==> src/rtl/imem_loader.sv <==
// -----------------------------------------------------------------------------
// imem_loader
//
// Boot-time instruction loader. It accepts a framed byte stream on a
// valid/ready port, assembles big-endian 32-bit instructions and writes them
// through the fetcher's load port. The CPU core is held in reset until a
// complete, valid image has been written.
//
// Frame: SYNC_BYTE, LEN_HI, LEN_LO, N*4 instruction bytes (MSB first), and
// a trailing checksum byte when IMEM_LOADER_CHECKSUM_EN is defined. The
// checksum is the XOR of LEN_HI, LEN_LO and every instruction byte.
//
// Build option:
//   IMEM_LOADER_CHECKSUM_EN  adds the CSUM state and the running XOR register.
//
// Ports:
//   clk, rst            clock; synchronous active-high reset
//   byte_valid/ready    byte stream handshake (transfer when both are high)
//   byte_data           byte payload
//   fetcher_loading     one-cycle write strobe to the fetcher
//   fetcher_load_inst   assembled instruction (valid with the strobe)
//   fetcher_load_addr   byte address of the word (word index << 2)
//   chip_select         fetcher enable
//   cpu_rst             reset to the CPU core (released only in DONE)
//   done, error         sticky completion / rejection flags
//   words_loaded        number of strobes issued
// -----------------------------------------------------------------------------
module imem_loader #(
    parameter int         MAX_WORDS = 256,
    parameter logic [7:0] SYNC_BYTE = 8'hA5
) (
    input  logic        clk,
    input  logic        rst,
    input  logic        byte_valid,
    input  logic [7:0]  byte_data,
    output logic        byte_ready,
    output logic        fetcher_loading,
    output logic [31:0] fetcher_load_inst,
    output logic [31:0] fetcher_load_addr,
    output logic        chip_select,
    output logic        cpu_rst,
    output logic        done,
    output logic        error,
    output logic [15:0] words_loaded
);

    localparam logic [15:0] MAX_LEN = 16'(MAX_WORDS);

    typedef enum logic [2:0] {
        S_IDLE   = 3'd0,
        S_LEN_HI = 3'd1,
        S_LEN_LO = 3'd2,
        S_WORD   = 3'd3,
        S_CSUM   = 3'd4,
        S_DONE   = 3'd5,
        S_ERROR  = 3'd6
    } state_t;

    state_t      state_r;
    state_t      state_s;
    logic        accept_s;
    logic [15:0] len_s;
    logic        last_byte_s;

    logic        ready_r;
    logic        cs_r;
    logic        cpu_rst_r;
    logic        done_r;
    logic        error_r;
    logic        strobe_r;
    logic [31:0] inst_r;
    logic [31:0] addr_r;
    logic [15:0] words_r;
    logic [7:0]  len_hi_r;
    logic [15:0] len_r;
    logic [23:0] word_r;
    logic [1:0]  byte_idx_r;
    logic [15:0] word_idx_r;

`ifdef IMEM_LOADER_CHECKSUM_EN
    logic [7:0]  csum_r;

    function automatic logic [7:0] csum_step(input logic [7:0] acc, input logic [7:0] b);
        return acc ^ b;
    endfunction
`endif

    // ready_r already reflects the current state; rst forces the port low
    // while reset is held so no byte can be taken during reset.
    assign byte_ready        = ready_r & ~rst;
    assign accept_s          = byte_valid & byte_ready;
    assign len_s             = {len_hi_r, byte_data};
    assign last_byte_s       = (byte_idx_r == 2'd3) && (word_idx_r == (len_r - 16'd1));

    assign fetcher_loading   = strobe_r;
    assign fetcher_load_inst = inst_r;
    assign fetcher_load_addr = addr_r;
    assign chip_select       = cs_r;
    assign cpu_rst           = cpu_rst_r;
    assign done              = done_r;
    assign error             = error_r;
    assign words_loaded      = words_r;

    // Next-state logic for the frame parser
    always_comb begin
        state_s = state_r;
        case (state_r)
            S_IDLE: begin
                if (accept_s && (byte_data == SYNC_BYTE)) begin
                    state_s = S_LEN_HI;
                end else begin
                    state_s = S_IDLE;
                end
            end
            S_LEN_HI: begin
                if (accept_s) begin
                    state_s = S_LEN_LO;
                end else begin
                    state_s = S_LEN_HI;
                end
            end
            S_LEN_LO: begin
                if (!accept_s) begin
                    state_s = S_LEN_LO;
                end else if ((len_s == 16'd0) || (len_s > MAX_LEN)) begin
                    state_s = S_ERROR;
                end else begin
                    state_s = S_WORD;
                end
            end
            S_WORD: begin
                if (accept_s && last_byte_s) begin
`ifdef IMEM_LOADER_CHECKSUM_EN
                    state_s = S_CSUM;
`else
                    state_s = S_DONE;
`endif
                end else begin
                    state_s = S_WORD;
                end
            end
            S_CSUM: begin
`ifdef IMEM_LOADER_CHECKSUM_EN
                if (!accept_s) begin
                    state_s = S_CSUM;
                end else if (byte_data == csum_r) begin
                    state_s = S_DONE;
                end else begin
                    state_s = S_ERROR;
                end
`else
                state_s = S_ERROR;
`endif
            end
            S_DONE:  state_s = S_DONE;
            S_ERROR: state_s = S_ERROR;
            default: state_s = S_IDLE;
        endcase
    end

    // State register, word assembly, strobe generation and registered outputs
    always_ff @(posedge clk) begin
        if (rst) begin
            state_r    <= S_IDLE;
            ready_r    <= 1'b1;
            cs_r       <= 1'b0;
            cpu_rst_r  <= 1'b1;
            done_r     <= 1'b0;
            error_r    <= 1'b0;
            strobe_r   <= 1'b0;
            inst_r     <= 32'd0;
            addr_r     <= 32'd0;
            words_r    <= 16'd0;
            len_hi_r   <= 8'd0;
            len_r      <= 16'd0;
            word_r     <= 24'd0;
            byte_idx_r <= 2'd0;
            word_idx_r <= 16'd0;
        end else begin
            state_r <= state_s;
            ready_r <= (state_s != S_DONE);
            cs_r    <= (state_s != S_IDLE) && (state_s != S_ERROR);
            error_r <= (state_s == S_ERROR);
`ifdef IMEM_LOADER_CHECKSUM_EN
            // Release is visible the cycle after the checksum byte.
            done_r    <= (state_s == S_DONE);
            cpu_rst_r <= (state_s != S_DONE);
`else
            // Release trails the last strobe by one cycle, so it follows the
            // registered state rather than the next state.
            done_r    <= (state_r == S_DONE);
            cpu_rst_r <= (state_r != S_DONE);
`endif
            strobe_r <= 1'b0;
            if (accept_s) begin
                case (state_r)
                    S_LEN_HI: len_hi_r <= byte_data;
                    S_LEN_LO: begin
                        len_r      <= len_s;
                        byte_idx_r <= 2'd0;
                        word_idx_r <= 16'd0;
                    end
                    S_WORD: begin
                        word_r     <= {word_r[15:0], byte_data};
                        byte_idx_r <= byte_idx_r + 2'd1;
                        if (byte_idx_r == 2'd3) begin
                            strobe_r   <= 1'b1;
                            inst_r     <= {word_r, byte_data};
                            addr_r     <= {14'd0, word_idx_r, 2'b00};
                            word_idx_r <= word_idx_r + 16'd1;
                            words_r    <= words_r + 16'd1;
                        end
                    end
                    default: ;
                endcase
            end
        end
    end

`ifdef IMEM_LOADER_CHECKSUM_EN
    // Running XOR over length and instruction bytes, restarted on every sync
    always_ff @(posedge clk) begin
        if (rst) begin
            csum_r <= 8'd0;
        end else if (accept_s) begin
            case (state_r)
                S_IDLE:   csum_r <= 8'd0;
                S_LEN_HI: csum_r <= csum_step(csum_r, byte_data);
                S_LEN_LO: csum_r <= csum_step(csum_r, byte_data);
                S_WORD:   csum_r <= csum_step(csum_r, byte_data);
                default:  csum_r <= csum_r;
            endcase
        end
    end
`endif

endmodule

==> config.mk <==
export PLATFORM = sky130hd
export DESIGN_NAME = imem_loader
export DESIGN_NICKNAME = d
export VERILOG_FILES = /design/src/rtl/imem_loader.sv
export SDC_FILE = /design/constraint.sdc
export NUM_CORES = 1
export LEC_CHECK = 0
export ABC_AREA = 1
export CAP_MARGIN = 40
export CORE_MARGIN = 4
export CORE_UTILIZATION = 50
export DETAILED_ROUTE_END_ITERATION = 16
export GPL_TIMING_DRIVEN = 1
export PLACE_DENSITY = 0.75
export SYNTH_ARGS = -nofsm -noshare
export SYNTH_HDL_FRONTEND = slang
export SYNTH_SLANG_ARGS = --single-unit
==> constraint.sdc <==
create_clock -name clk -period 2 [get_ports clk]
set_input_delay 0.5 -clock clk [delete_from_list [all_inputs] [get_ports clk]]
set_output_delay 0.5 -clock clk [all_outputs]
set_load 0.005 [all_outputs]
Word-level counts from Yosys, hierarchy flattened:

Cells that the tools add are included.

* bits in registers: 139
* input port bits: 11
* output and inout bits: 86
* logic and storage cells: 66

* add/sub/neg operators: 4
* $lt $le $gt $ge: 1
* eq/ne operators: 14
* multiplexer cells: 10
* bitwise gates (word level): 5
* reduce and logical (&&, ||, !) cells: 17

Operators by type and width (count)
* 16-bit by 1-bit adder with 16-bit output (second input constant): 2
* 16-bit case mux with 2 select lines: 1
* 3-bit case mux with 6 select lines: 1
* 16-bit equality test: 1
* 16-bit by 9-bit > comparator with 1-bit output (second input constant): 1
* 16-bit logical NOT: 1
* 16-bit 2-to-1 mux: 1
* 16-bit by 1-bit subtractor with 16-bit output (second input constant): 1
* 3-bit equality test (second input constant): 4
* 3-bit 2-to-1 mux: 3
* 3-bit != test (second input constant): 3
* 8-bit equality test (second input constant): 1
* 2-bit AND reduction: 4
* 3-bit by 2-bit equality test with 1-bit output (second input constant): 2
* 3-bit AND reduction: 2
* 1-bit logical AND: 4
* 2-bit case mux with 2 select lines: 1
* 3-bit by 1-bit equality test with 1-bit output (second input constant): 1
* 3-bit logical NOT: 1
* 1-bit NOT: 3
* 3-bit nonzero test: 1
* 3-bit OR reduction: 1
* 2-bit by 1-bit adder with 2-bit output (second input constant): 1
* 1-bit AND: 2
* other kinds (7): 8

Logic depth before layout (Yosys ltp):

Gate-level depths: netlist of the first run.

* word-level depth: 8
* mapped depth: 17
* depth with buffers taken out: 17

Worst setup path before layout of the first run:

OpenSTA, ideal clock, no wires.

* path kind: input to register
* start: input port rst
* end: register word_idx_r[14]
* library setup time: 0.117 ns
* arrival: 1.741 ns
* required time: 1.883 ns
* path slack: 0.141 ns
* stages: 15
* buffers on the path: 1
* cells stage by stage: buf_6 clkinv_8 nand3_4 inv_2 nand2_4 nor2_8 nor2_4 nor2_2 nand2_1 nor2_1 nand2_1 clkinv_1 nand2_1 o21ai_1 a21oi_1

* word-level cells in the longest chain between the ends: 4

RTL lines
* start, declared: RTL line 33 `input logic rst,`
* 1-bit NOT: RTL line 90 `assign byte_ready = ready_r & ~rst;`
* 1-bit AND: RTL line 90
* 1-bit AND: RTL line 91 `assign accept_s = byte_valid & byte_ready;`
* 3-bit AND reduction (no source line)
* end signal, assigned: RTL line 210 `word_idx_r <= word_idx_r + 16'd1;`
* end, declared: RTL line 78 `logic [15:0] word_idx_r;`

Parallel ways exist; a longest one is shown, timed or not.
A chain may end at the register's enable or synchronous reset.

Worst setup path after layout of the first run:

* start: input port rst
* end: output port byte_ready

* word-level cells in the longest chain between the ends: 2

RTL lines
* 1-bit NOT: RTL line 90
* 1-bit AND: RTL line 90
* end, declared: RTL line 36 `output logic byte_ready,`

Every way passes these cells.

==> results_dict.tcl, run 1 <==
set metrics [dict create \
    grt_pass1_vias 5153 \
    clock_sinks 139 \
    fin_worst_skew_ns 0.00671 \
    setup_ws_ns 0.0589 \
    wl_per_cell_um 13.2 \
    min_from "len_r[15]" \
    final_common_cell "nor2_1" \
    seq_area_frac_synth_pct 45.8 \
    ios 97 \
    final_cell_area_sq_um 7850 \
    dpl_cell_area_sq_um 7180 \
    cts_buffer_depth 2 \
    tightest_slew_ns 0.774 \
    max_clock_freq_mhz 515 \
    first_pass_iters 5 \
    synth_warnings 0 \
    arrival_ns 1.44 \
    finalSetupTns_ns 0 \
    viasPerCell 5.06 \
    min-delay-path-class "register to register" \
    final_cell_mix "nor2_1 (155), dfxtp_1 (136), o21ai_0 (104), nand2_1 (100), clkdlybuf4s50_1 (78)" \
    slew_violations 0 \
    hold_buffers 0 \
    maxSlewHeadroom_pct 48.4 \
    overflow 0 \
    p_int_mw 4.55 \
    fp-row-count 39 \
    die-area_sq_um 14000 \
    drt-total-wl_mm 14.4 \
    period_needed_ns 1.94 \
    pwr-share-comb_pct 2.7 \
    cts.reportedPaths.clkPinSlew_ns 0.05 \
    r2r_slack_ns 0.08 \
    cts_root_buf "clkbuf_16" \
    clkPwrFrac_pct 49.6 \
    cts_buffers 17 \
    die_y_um 118 \
    holdPathEnd "len_r[15]" \
    netlist_area_sq_um 6080 \
    drive_gt1_share_pct 14.0 \
    finalCritPeriodShare_pct 97.1 \
    synth-seq-cells 139 \
    synth_top_area_share_pct 45.8 \
    grt.total_usage_pct 21.0 \
    syn-instance-count 825 \
    syn2layout_area_growth_pct 29.2 \
    synth_cell_type_count 43 \
    worstSetupPathType "input pin to output pin" \
    swShare_pct 21.7 \
    switchingPower_mw 1.26 \
    remaining_drc_errors 0 \
    setup_viol 0 \
    dp_hpwl_mm 10.1 \
    core_area_sq_um 11700 \
    pre_cts_slack_ns -0.438 \
    grt_max_degree 99 \
    antenna_found_initial 0 \
    max-vdd-ir-drop_uv 437 \
    start_kind "input pin" \
    cap_violations 0 \
    pwr-share-seq_pct 47.7 \
    die_w_um 118 \
    worstPathMaxFanout 3 \
    min_path_cells 2 \
    io_buffers 80 \
    initial_core_util_pct 52.1 \
    worstPathRequired_ns 1.50 \
    nFillCells 985 \
    ys_top_cells_by_area "dfxtp_1 (46%), nor2_1 (10%), o21ai_0 (8.7%), nand2_1 (6.7%), a21oi_1 (5.6%)" \
    worstReg2RegStart "len_r[1]" \
    via_count 5529 \
    h-tree-depth 4 \
    p_leak_nw 3.27 \
    grt_pass1_wl_mm 24.1 \
    antenna_cells 0 \
    dr.first_iter.drc_count 306 \
    clk_latency_ns 0.42 \
    r2r_cells 16 \
    finalHoldViolCount 0 \
    cp-end-kind "output pin" \
    timing.rr.end "chip_select" \
    timing.hold.ws_ns 0.475 \
    cts_tree "yes" \
    rsz0062_at_grt "true" \
    globalplace.congestion 0.853 \
    nets 952 \
    final_antenna_net_count 0 \
    p_per_area_nw_per_um2 740 \
    status "complete, no violations" \
    synth_top_cell_by_area "dfxtp_1" \
    syn_avg_cell_area_sq_um 7.36 \
]
## worst max-delay path, stage by stage
cell and delay [ns]:
clkdlybuf4s15_1 0.27, clkinv_8 0.09, nand2_1 0.05, inv_1 0.05
clkdlybuf4s50_1 0.49
## how the worst max path moves through the flow
stage,from,end,depth (start not counted)
after floorplan,rst,word_idx_r[14],15
after global placement,rst,fetcher_load_inst[5],10
after detailed placement,rst,fetcher_load_inst[6],10
final,rst,byte_ready,5
after global routing,len_r[1],chip_select,14
after CTS,len_r[0],chip_select,16
## Yosys cell counts (all sizes together)
cell type,number
a211oi,9
a21oi,69
a221oi,1
a22oi,2
a31oi,1
buf,28
clkbuf,21
clkinv,3
conb,1
dfxtp,139
ha,4
inv,79
nand2,112
nand3,26
nand3b,4
nand4,10
nor2,174
nor3,19
nor3b,1
nor4,3
o21a,2
o21ai,107
or2,1
xnor2,3
xor2,6
## through the flow
step / util (%) / power, mW / instances
after floorplan: - / 2.94 / 840
after global placement: 61.6 / 2.98 / 1058
after detailed placement: 61.6 / 2.98 / 1058
after CTS: 66.4 / 5.85 / 1090
after global routing: 67.3 / 5.99 / 1092
final: 67.3 / 5.81 / 1092
## power by group through the flow
stage               logic [mW]  clock network [mW]  registers, mW
finish                   0.156                2.88           2.77
global route             0.174                3.04           2.77
CTS                      0.154                2.93           2.77
detailed placement       0.154                   0           2.83
global placement         0.153                   0           2.83
floorplan                0.112                   0           2.83
## logic make-up after synthesis
group | share of synthesized area, %
buffers and inverters | 9.60
XOR/XNOR | 1.30
flip-flops | 45.8
adder cells (fa/ha/maj) | 0.824
AND/OR/NAND/NOR | 26.0
AO/OA/AOI/OAI | 16.4
other | 0.0617
## registers in the layout (all words and copies together) (netlist names)
register,cells
state_r,3
fetcher_loading,1
cpu_rst,1
words_loaded,16
ready_r,1
byte_idx_r,2
error,1
chip_select,1
fetcher_load_addr,16
fetcher_load_inst,32
len_hi_r,8
word_idx_r,16
len_r,16
word_r,24
done,1
## cell type report
| class | count | area, sq um | area share (%) |
|---|---|---|---|
| clock buffers | 20 | 447 | 5.69 |
| clock inverters | 11 | 98.8 | 1.26 |
| well taps | 143 | 179 | 2.28 |
| repair buffers | 127 | 1160 | 14.8 |
| inverters | 82 | 324 | 4.13 |
| multi-input cells | 570 | 2850 | 36.4 |
| flip-flops and latches | 139 | 2790 | 35.5 |
## timing repair
action | in CTS | in global routing
gates resized for setup | 4 | 35
endpoints found under the setup margin | 3 | 14
pin swaps | 2 | 18
buffers inserted | 1 | 2
## per-layer routing
metal / up-vias / wire length (um) / global-route usage (%)
met1: 2481 / 6850 / 27.3
met2: 137 / 6350 / 32.9
met5: - / 0 / 0
met4: 0 / 347 / 8.79
li1: 2883 / - / -
met3: 28 / 880 / 5.87
(Power assumes the default switching activity.)
==> inputs of run 2 (changes only) <==
Settings changed: PLACE_DENSITY 0.75 to unset, PLACE_DENSITY_LB_ADDON set to 0.3, TNS_END_PERCENT set to 50.
==> results_dict.tcl, run 2 (same netlist as run 1, synthesis figures left out) <==
set metrics [dict create \
    grt.total_usage_pct 21.3 \
    utilization_pct 68.0 \
    p_leak_nw 3.29 \
    grt_pass1_vias 5123 \
    clk_latency_ns 0.42 \
    die_y_um 118 \
    dp_hpwl_mm 9.99 \
    drive_gt1_share_pct 14.1 \
    initial_core_util_pct 52.1 \
    final_cell_mix "nor2_1 (151), dfxtp_1 (135), o21ai_0 (105), nand2_1 (99), clkdlybuf4s50_1 (78)" \
    r2r_cells 16 \
    setup_viol 0 \
    remaining_drc_errors 0 \
    grt_max_degree 99 \
    syn2layout_area_growth_pct 30.5 \
    clock_sinks 139 \
    start_kind "input pin" \
    final_cell_area_sq_um 7930 \
    fp-row-count 39 \
    overflow 0 \
    min_path_cells 2 \
    largest_register_ffs 32 \
    die-area_sq_um 14000 \
    max-vdd-ir-drop_uv 583 \
    core_area_sq_um 11700 \
    cts_root_buf "clkbuf_16" \
    path_cells "clkdlybuf4s15_1 -> clkinv_8 -> nand2_1 -> inv_1 -> clkdlybuf4s50_1" \
    max_clock_freq_mhz 509 \
    cts_buffer_depth 2 \
    grt_pass1_wl_mm 24.4 \
    finalHoldViolCount 0 \
    die_w_um 118 \
    p_per_area_nw_per_um2 779 \
    first_pass_iters 6 \
    status "complete, no violations" \
    tightest_slew_ns 0.777 \
    ios 97 \
    cap_violations 0 \
    maxSlewHeadroom_pct 48.2 \
    final_antenna_net_count 0 \
    finalCritPeriodShare_pct 98.2 \
    cpPeakStageDelay_ns 0.50 \
    drt-total-wl_mm 14.9 \
    slew_violations 0 \
    cts_buffers 17 \
    antenna_found_initial 0 \
    cts.reportedPaths.clkPinSlew_ns 0.05 \
    worstSetupPathType "input pin to output pin" \
    dpl_cell_area_sq_um 7160 \
    fin_worst_skew_ns 0.00534 \
    globalplace.congestion 0.862 \
    finalSetupTns_ns 0 \
    wl_per_cell_um 13.7 \
    cp-end-kind "output pin" \
    min-delay-path-class "register to register" \
    dr.first_iter.drc_count 376 \
    h-tree-depth 4 \
    cts_tree "yes" \
    worstPathRequired_ns 1.50 \
    worstPathMaxFanout 3 \
    cp_slowest_cell "clkdlybuf4s50_1" \
    rsz0062_at_grt "true" \
    via_count 5568 \
    period_needed_ns 1.96 \
    viasPerCell 5.13 \
    antenna_cells 0 \
    nFillCells 986 \
    final_common_cell "nor2_1" \
    io_buffers 80 \
    nets 947 \
    arrival_ns 1.46 \
]
[run 2: cell count changes in the layout (fill, tap and decap cells not counted), moves of 2 or more]
cell,delta
clkbuf_1,-2
nor2_2,+2
clkinv_2,-2
buf_12,+2
inv_6,+2
nor2_1,-4
buf_4,-7
nor2_4,+2
clkinv_4,-3
bufinv_16,+3
[run 2: path summary, 6_finish.rpt]
kind,endpoint,slack (ns),start
setup / recovery,byte_ready,0.04,rst
setup reg to reg,chip_select,0.09,len_r[1]
hold / removal,word_r[17],0.47,word_r[17]
hold reg to reg,word_r[17],0.47,word_r[17]
[run 2: timing repair]
action                                  4_1_cts  5_1_grt
resized for setup                             6       40
pin swaps                                     1       12
endpoints found under the setup margin        5       11
hold buffers                                  0        0
setup buffers                                 2        1
[run 2: layer usage]
layer  global-route usage (%)  vias to the layer above  part of all wire (%)
li1                         -                     2865                     -
met5                        0                        -                     0
met2                     32.1                      182                    45
met4                     10.1                        0                   2.5
met1                     28.2                     2487                    46
met3                     6.16                       34                   6.9
[run 2: critical path: cells and delay by family]
kind,cells,cell delay [ns]
buf+inv,4,0.91
simple gates,1,0.05
[run 2: layout make-up]
| class | instances | area [sq um] | area share (%) |
|---|---|---|---|
| timing repair buffer | 122 | 1150 | 14.5 |
| clock inverter | 11 | 170 | 2.15 |
| multi-input combinational | 570 | 2880 | 36.4 |
| sequential | 139 | 2790 | 35.1 |
| tap | 143 | 179 | 2.26 |
| inverter | 82 | 324 | 4.09 |
| clock buffer | 18 | 439 | 5.54 |
[run 2: report_power, final]
part           switching [mW]  leakage [nW]  internal (mW)
Clock                    1.15         0.291           2.10
Combinational           0.103          1.88         0.0582
Sequential           0.000191          1.12           2.77
Total                    1.26          3.29           4.92
[run 2: stage by stage]
stage	std cells	power (mW)	hold WS [ns]	worst slack [ns]
finish	1085	6.18	0.474	0.0352
global route	1085	6.38	0.490	-0.0741
CTS	1084	6.23	0.481	0.0134
detailed placement	1053	2.98	0.468	-0.390
global placement	1053	2.98	0.457	-0.339
floorplan	840	2.94	0.443	0.141
